<file path="src/rtl/async_crossing_source.sv">
// Write side of a gray-coded async FIFO: stores payloads, publishes a gray write index, syncs the sink read index.
// Latency: written data and the advanced widx_gray are both visible one clock after a transfer.
// Backpressure: enq_ready drops when full, when the sink is not alive, or before the source comes out of reset.
module async_crossing_source #(
    parameter int WIDTH = 15,
    parameter int DEPTH = 1,
    parameter int SYNC  = 3
) (
    input  logic                       clock,
    input  logic                       reset_n,
    input  logic                       enq_valid,
    output logic                       enq_ready,
    input  logic [WIDTH-1:0]           enq_bits,
    output logic [DEPTH*WIDTH-1:0]     mem,
    output logic [$clog2(DEPTH):0]     widx_gray,
    input  logic [$clog2(DEPTH):0]     ridx_gray,
    input  logic                       sink_valid,
    output logic                       source_valid
);
    localparam int AW = $clog2(DEPTH) + 1;
    // Full when the write index is exactly one lap ahead of the read index (top two gray bits inverted).
    localparam logic [AW-1:0] FULL_MASK = AW'(DEPTH | (DEPTH >> 1));
    localparam logic [AW-1:0] IDX_MASK  = AW'(DEPTH - 1);

    logic [AW-1:0]           widx_bin_q, widx_bin_d;
    logic [AW-1:0]           widx_gray_q, widx_gray_d;
    logic [DEPTH*WIDTH-1:0]  mem_q, mem_d;
    logic [SYNC-1:0][AW-1:0] rsync_q, rsync_d;
    logic [SYNC-1:0]         vsync_q, vsync_d;
    logic                    source_valid_q, source_valid_d;

    logic [AW-1:0] rsync;
    logic          vsync;
    logic          full;
    logic          fire;
    logic [AW-1:0] next_bin;
    logic [AW-1:0] wr_idx;

    // Shift the asynchronous read index and sink-alive flag through the synchronizer chains.
    always_comb begin
        rsync_d = {rsync_q[SYNC-2:0], ridx_gray};
        vsync_d = {vsync_q[SYNC-2:0], sink_valid};
        rsync   = rsync_q[SYNC-1];
        vsync   = vsync_q[SYNC-1];
    end

    // Flow control, write index advance and payload store; all decisions use registered state only.
    always_comb begin
        full           = (widx_gray_q == (rsync ^ FULL_MASK));
        enq_ready      = vsync & ~full & source_valid_q;
        fire           = enq_valid & enq_ready;
        next_bin       = widx_bin_q + AW'(1);
        wr_idx         = widx_bin_q & IDX_MASK;
        widx_bin_d     = widx_bin_q;
        widx_gray_d    = widx_gray_q;
        mem_d          = mem_q;
        source_valid_d = 1'b1;
        if (!vsync) begin
            // Sink is gone: restart indexing from zero; stale entries are simply abandoned.
            widx_bin_d  = '0;
            widx_gray_d = '0;
        end else if (fire) begin
            widx_bin_d  = next_bin;
            widx_gray_d = next_bin ^ (next_bin >> 1);
            for (int i = 0; i < DEPTH; i++) begin
                if (wr_idx == AW'(i)) begin
                    mem_d[i*WIDTH +: WIDTH] = enq_bits;
                end
            end
        end
    end

    // State registers, all cleared asynchronously by the source reset.
    always_ff @(posedge clock or negedge reset_n) begin
        if (!reset_n) begin
            widx_bin_q     <= '0;
            widx_gray_q    <= '0;
            mem_q          <= '0;
            rsync_q        <= '0;
            vsync_q        <= '0;
            source_valid_q <= 1'b0;
        end else begin
            widx_bin_q     <= widx_bin_d;
            widx_gray_q    <= widx_gray_d;
            mem_q          <= mem_d;
            rsync_q        <= rsync_d;
            vsync_q        <= vsync_d;
            source_valid_q <= source_valid_d;
        end
    end

    assign mem          = mem_q;
    assign widx_gray    = widx_gray_q;
    assign source_valid = source_valid_q;
endmodule
</file>
<file path="config.mk">
export PLATFORM = sky130hd
export DESIGN_NAME = async_crossing_source
export DESIGN_NICKNAME = d
export VERILOG_FILES = /design/src/rtl/async_crossing_source.sv
export SDC_FILE = /design/constraint.sdc
export NUM_CORES = 1
export LEC_CHECK = 0
export CORE_MARGIN = 4
export CORE_UTILIZATION = 42
export CTS_BUF_LIST = sky130_fd_sc_hd__clkbuf_4 sky130_fd_sc_hd__clkbuf_8
export CTS_CLUSTER_SIZE = 16
export DETAILED_ROUTE_END_ITERATION = 10
export PLACE_DENSITY_LB_ADDON = 0.15
export SETUP_SLACK_MARGIN = 0.02
export SYNTH_ARGS = -nofsm -noshare
export SYNTH_HDL_FRONTEND = slang
export SYNTH_SLANG_ARGS = --single-unit
</file>
<file path="constraint.sdc">
create_clock -name clock -period 2.1 [get_ports clock]
set_clock_uncertainty 0.15 [all_clocks]
set_input_delay 0.315 -clock clock [delete_from_list [all_inputs] [get_ports clock]]
set_output_delay 0.315 -clock clock [all_outputs]
set_load 0.01 [all_outputs]
</file>
* Word-level counts from Yosys, hierarchy flattened
Index checks and enable logic that the tools add are counted.
** Storage, ports and cells
- Bits of input ports :: 20
- Flip-flop bits (word level) :: 23
- Output and inout port bits :: 18
- Word-level logic and storage cells :: 18
** Cells by class
- Eq/ne operators :: 2
- Reduce and logical (&&, ||, !) cells :: 1
- Bitwise logic cells :: 5
- Add/sub/neg operators :: 1
- Multiplexer cells :: 2
** Operators by type and width (count)
- AND 1 bit :: 3
- two-way mux 1 bit :: 2
- inequality test 2 x 1 -> 1 bit (second input constant) :: 1
- inverter 1 bit :: 2
- AND reduction 2 bit :: 1
- adder 1 bit (second input constant) :: 1
- == test 1 bit :: 1

* Longest topological paths before layout
- Depth after elaboration :: 8
- Gate-level depth with buffers :: 5
- Gate-level depth less buffers :: 3

* Least setup slack after synthesis
OpenSTA, ideal clock, no wires.
- Kind :: reg-to-reg
- Start point :: register widx_gray_q, in the netlist widx_gray
- End point :: register mem_q[11], in the netlist mem[11]
- Data required time :: 1.825 ns
- Library setup time :: 0.125 ns
- Buffers on the path :: 2
- Path slack :: 0.466 ns
- Arrival :: 1.359 ns
- Clock period less this slack :: 1.634 ns
- Cell stages (with the launch flop) :: 6
- Path through :: dfrtp_1 xnor2_1 and4_1 buf_6 buf_12 mux2_4
** On the way
- Longest elaborated chain between the ends :: 6
** RTL lines
- from (decl) :: RTL line 26 : logic [AW-1:0] widx_gray_q, widx_gray_d;
- from (signal assigned) :: RTL line 84 : widx_gray_q <= widx_gray_d;
- == test 1 bit :: RTL line 49 : full = (widx_gray_q == (rsync ^ FULL_MASK));
- inverter 1 bit :: RTL line 50 : enq_ready = vsync & ~full & source_valid_q;
- AND 1 bit (2 in series) :: RTL line 50
- AND 1 bit :: RTL line 51 : fire = enq_valid & enq_ready;
- AND reduction 2 bit (no source line)
- to (signal assigned) :: RTL line 85 : mem_q <= mem_d;
- to (decl) :: RTL line 27 : logic [DEPTH*WIDTH-1:0] mem_q, mem_d;
Every way passes these cells.
A chain may end at the register's enable or synchronous reset.

* Final worst setup path
- Start point :: register widx_gray_q, in the netlist widx_gray
- End point :: output widx_gray
** RTL lines
- to (decl) :: RTL line 15 : output logic [$clog2(DEPTH):0] widx_gray,
No word-level cell between the ends.

==> impl_results.md <==
- Status: finished clean
- Detailed Route Iter0 Violations: 0
- IO Port Bufs: 37
- Post-synth top area share: between 60% and 70%
- Clk_lat worst skew: 310 ps
- Reg clk slew, reported paths: 120 ps
- Top-count cell post-synth: dfrtp_1
- Final GP Congestion: about 0.68
- Highest clock rate: 0.5512 GHz
- Die area: 2813 µm²
- Post-DR vias/cell: 4.522
- Top cells by area, synth: dfrtp_1 (68%), mux2_4 (16%), mux2_2 (7.9%)
- Root buffer cell: clkbuf_4
- CP endpoint kind: output port
- Wire per inst: approximately 14 µm
- Synth unique cells: 11
- Top FF cell, synth: dfrtp_1
- Area grow syn2layout: 50.95%
- Drt first pass iters: 1
- Synthesized cell area: roughly 850 µm²
- Syn nets: 66
- Final hold vios: 0
- Fin crit share: 86.40%
- TritonCTS buffer count: 3
- ANT nets after route: 0
- Slowest CP cell: clkdlybuf4s50_1
- Required @ worst endpoint: 1630 ps
- Fraction of layout cells with a size suffix above 1: around a quarter
- Post-Syn Instances: 46
- Initial core utilization: roughly 44%
- Largest net degree at the start of global routing: 24
- Final setup vio count: 0
- Worst path max stage delay: 530 ps
- Cts hold-fix bufs: 0
- Fraction of registers with async set/reset: 100.0%
- Clock tree buffer depth: 2
- Dpl hpwl: 1.180 mm
- # DRC: 0
- VDD IR max: 0.6437 mV
- Seq/Total Area, Yosys: 67.55%
- Tmin final: 1814 ps
- Sink Count: 23
- Mean Syn Cell Area: 18.52 µm²
- Area leader, netlist: dfrtp_1
- Routed vias: 520
- Total of max-cap violations: 0
- Synth Warn #: 0
- Post-synthesis register bit count: 23
- RSZ-0062 raised after global routing: no
- Rows: 16
- Number of global-route vias before repair: between 500 and 600
- GRT Total Usage: around 14%
- Number of flops mapped to enable cells by yosys: 0
- Worst EP arrival: 1350 ps
- Core Region: 1942 µm²
- Die W: 53.04 µm
- Antenna diode count: 0
- Final wirelength: 1.571 mm
- Synth cell count leaders: dfrtp_1 (23), mux2_4 (9), mux2_2 (6)
- I/O pins: 38
- Final Slew Violations: 0
- Minimum hold slack: 195.3 ps
- Fin Setup TNS: 0 ps
- CTS H-tree lvls: 1
- Worst hold path class: primary input to async pin
- Crit path kind: flip-flop to output port
- Power density over the cells: 903.0 nW/µm²
- Initial antenna violation count: 0
- Final #Nets: between 100 and 150
- Die height: 53.04 µm
- First-pass GRT wire length: around 2.7 mm
- Peak fanout along the critical path: 3
- CTS tree: built
- Critical-path cell list: buf_4 -> clkdlybuf4s50_1
- Startpoint Class: flip-flop
- Remaining Overflow, GRT: 0
- LEAKAGE: about 0.56 nW
routing by layer:
layer | wire [µm] | global-route usage, % | share of wire, % | up-vias
met1 | 640 | 17.39 | 41 | 259
met2 | 781 | 20.87 | 50 | 20
met3 | 114 | 4.507 | 7.3 | 4
met4 | 34 | 7.660 | 2.2 | 0
li1 | - | - | - | 237
met5 | 0 | 0 | 0 | -
power by group:
group,switching (mW),leakage (nW),internal [mW]
Clock,0.127,0.0177,0.0711
Combinational,0.118,0.267,0.266
Sequential,0.0477,0.275,0.531
Total,0.293,0.560,0.868
metrics by stage:
| step | cell area [µm²] | util (%) | power, mW | setup WS [ps] | cells |
|---|---|---|---|---|---|
| floorplan | 852.1 | - | 0.7380 | 466.1 | 46 |
| global placement | 1252 | 64.50 | 0.9696 | 317.8 | 110 |
| detailed placement | 1252 | 64.50 | 0.9748 | 305.8 | 110 |
| CTS | 1286 | 66.24 | 1.179 | 260.0 | 115 |
| global route | 1286 | 66.24 | 1.237 | 147.0 | 115 |
| finish | 1286 | 66.24 | 1.161 | 285.7 | 115 |
critical path: cells and delay by family (launching register included):
family	cells	cell delay, ps
buf+inv	2	660
flops	1	390
logic make-up (layout without fill, tap and decap cells):
family,count (synthesis),count (layout),share of synthesized area [%]
muxes,16,16,24.96
and+or+nand+nor,3,3,2.350
other,1,1,0.4401
buffers and inverters,2,44,3.671
xor gates and xnor gates,1,1,1.028
DFF,23,23,67.55
state kept, by name (all words and copies together) (netlist names):
register / cells
vsync_q: 3
mem: 15
source_valid: 1
rsync: 1
rsync_d: 2
widx_gray: 1
layout by cell type, fill, tap and decap left out:
cell / n
clkbuf_4: 3
clkdlybuf4s50_1: 36
mux2_2: 6
and4_1: 1
dfrtp_1: 23
clkinv_2: 1
and3_2: 1
mux2_4: 9
xnor2_1: 1
buf_4: 2
nand2_1: 1
dlygate4sd2_1: 1
buf_12: 1
mux2i_1: 1
conb_1: 1
path summary, 6_finish.rpt:
| kind | startpoint | to | slack [ps] | cells after the start |
|---|---|---|---|---|
| max | widx_gray | widx_gray | 290 | 2 |
| min | reset_n | mem[6] | 200 | 2 |
| max reg2reg | widx_gray | mem[2] | 480 | 4 |
| min reg2reg | vsync_q[1] | vsync_q[2] | 210 | 0 |
| max in group asynchronous | reset_n | mem[0] | 1380 | 2 |
| min in group clock | vsync_q[1] | vsync_q[2] | 210 | 0 |
final cells by class:
class | count | area [µm²]
clock buffer | 3 | 22.52
clock inverter | 1 | 5.005
fill | 156 | 655.6
multi-input combinational | 21 | 245.2
sequential | 23 | 575.6
tap | 27 | 33.78
timing repair buffer | 40 | 404.1
timing repair:
action	CTS	global route
endpoints found under the setup margin	1	0
resized for setup	1	0
buffers inserted	1	0
No activity file was read; power rests on OpenSTA's default activity.
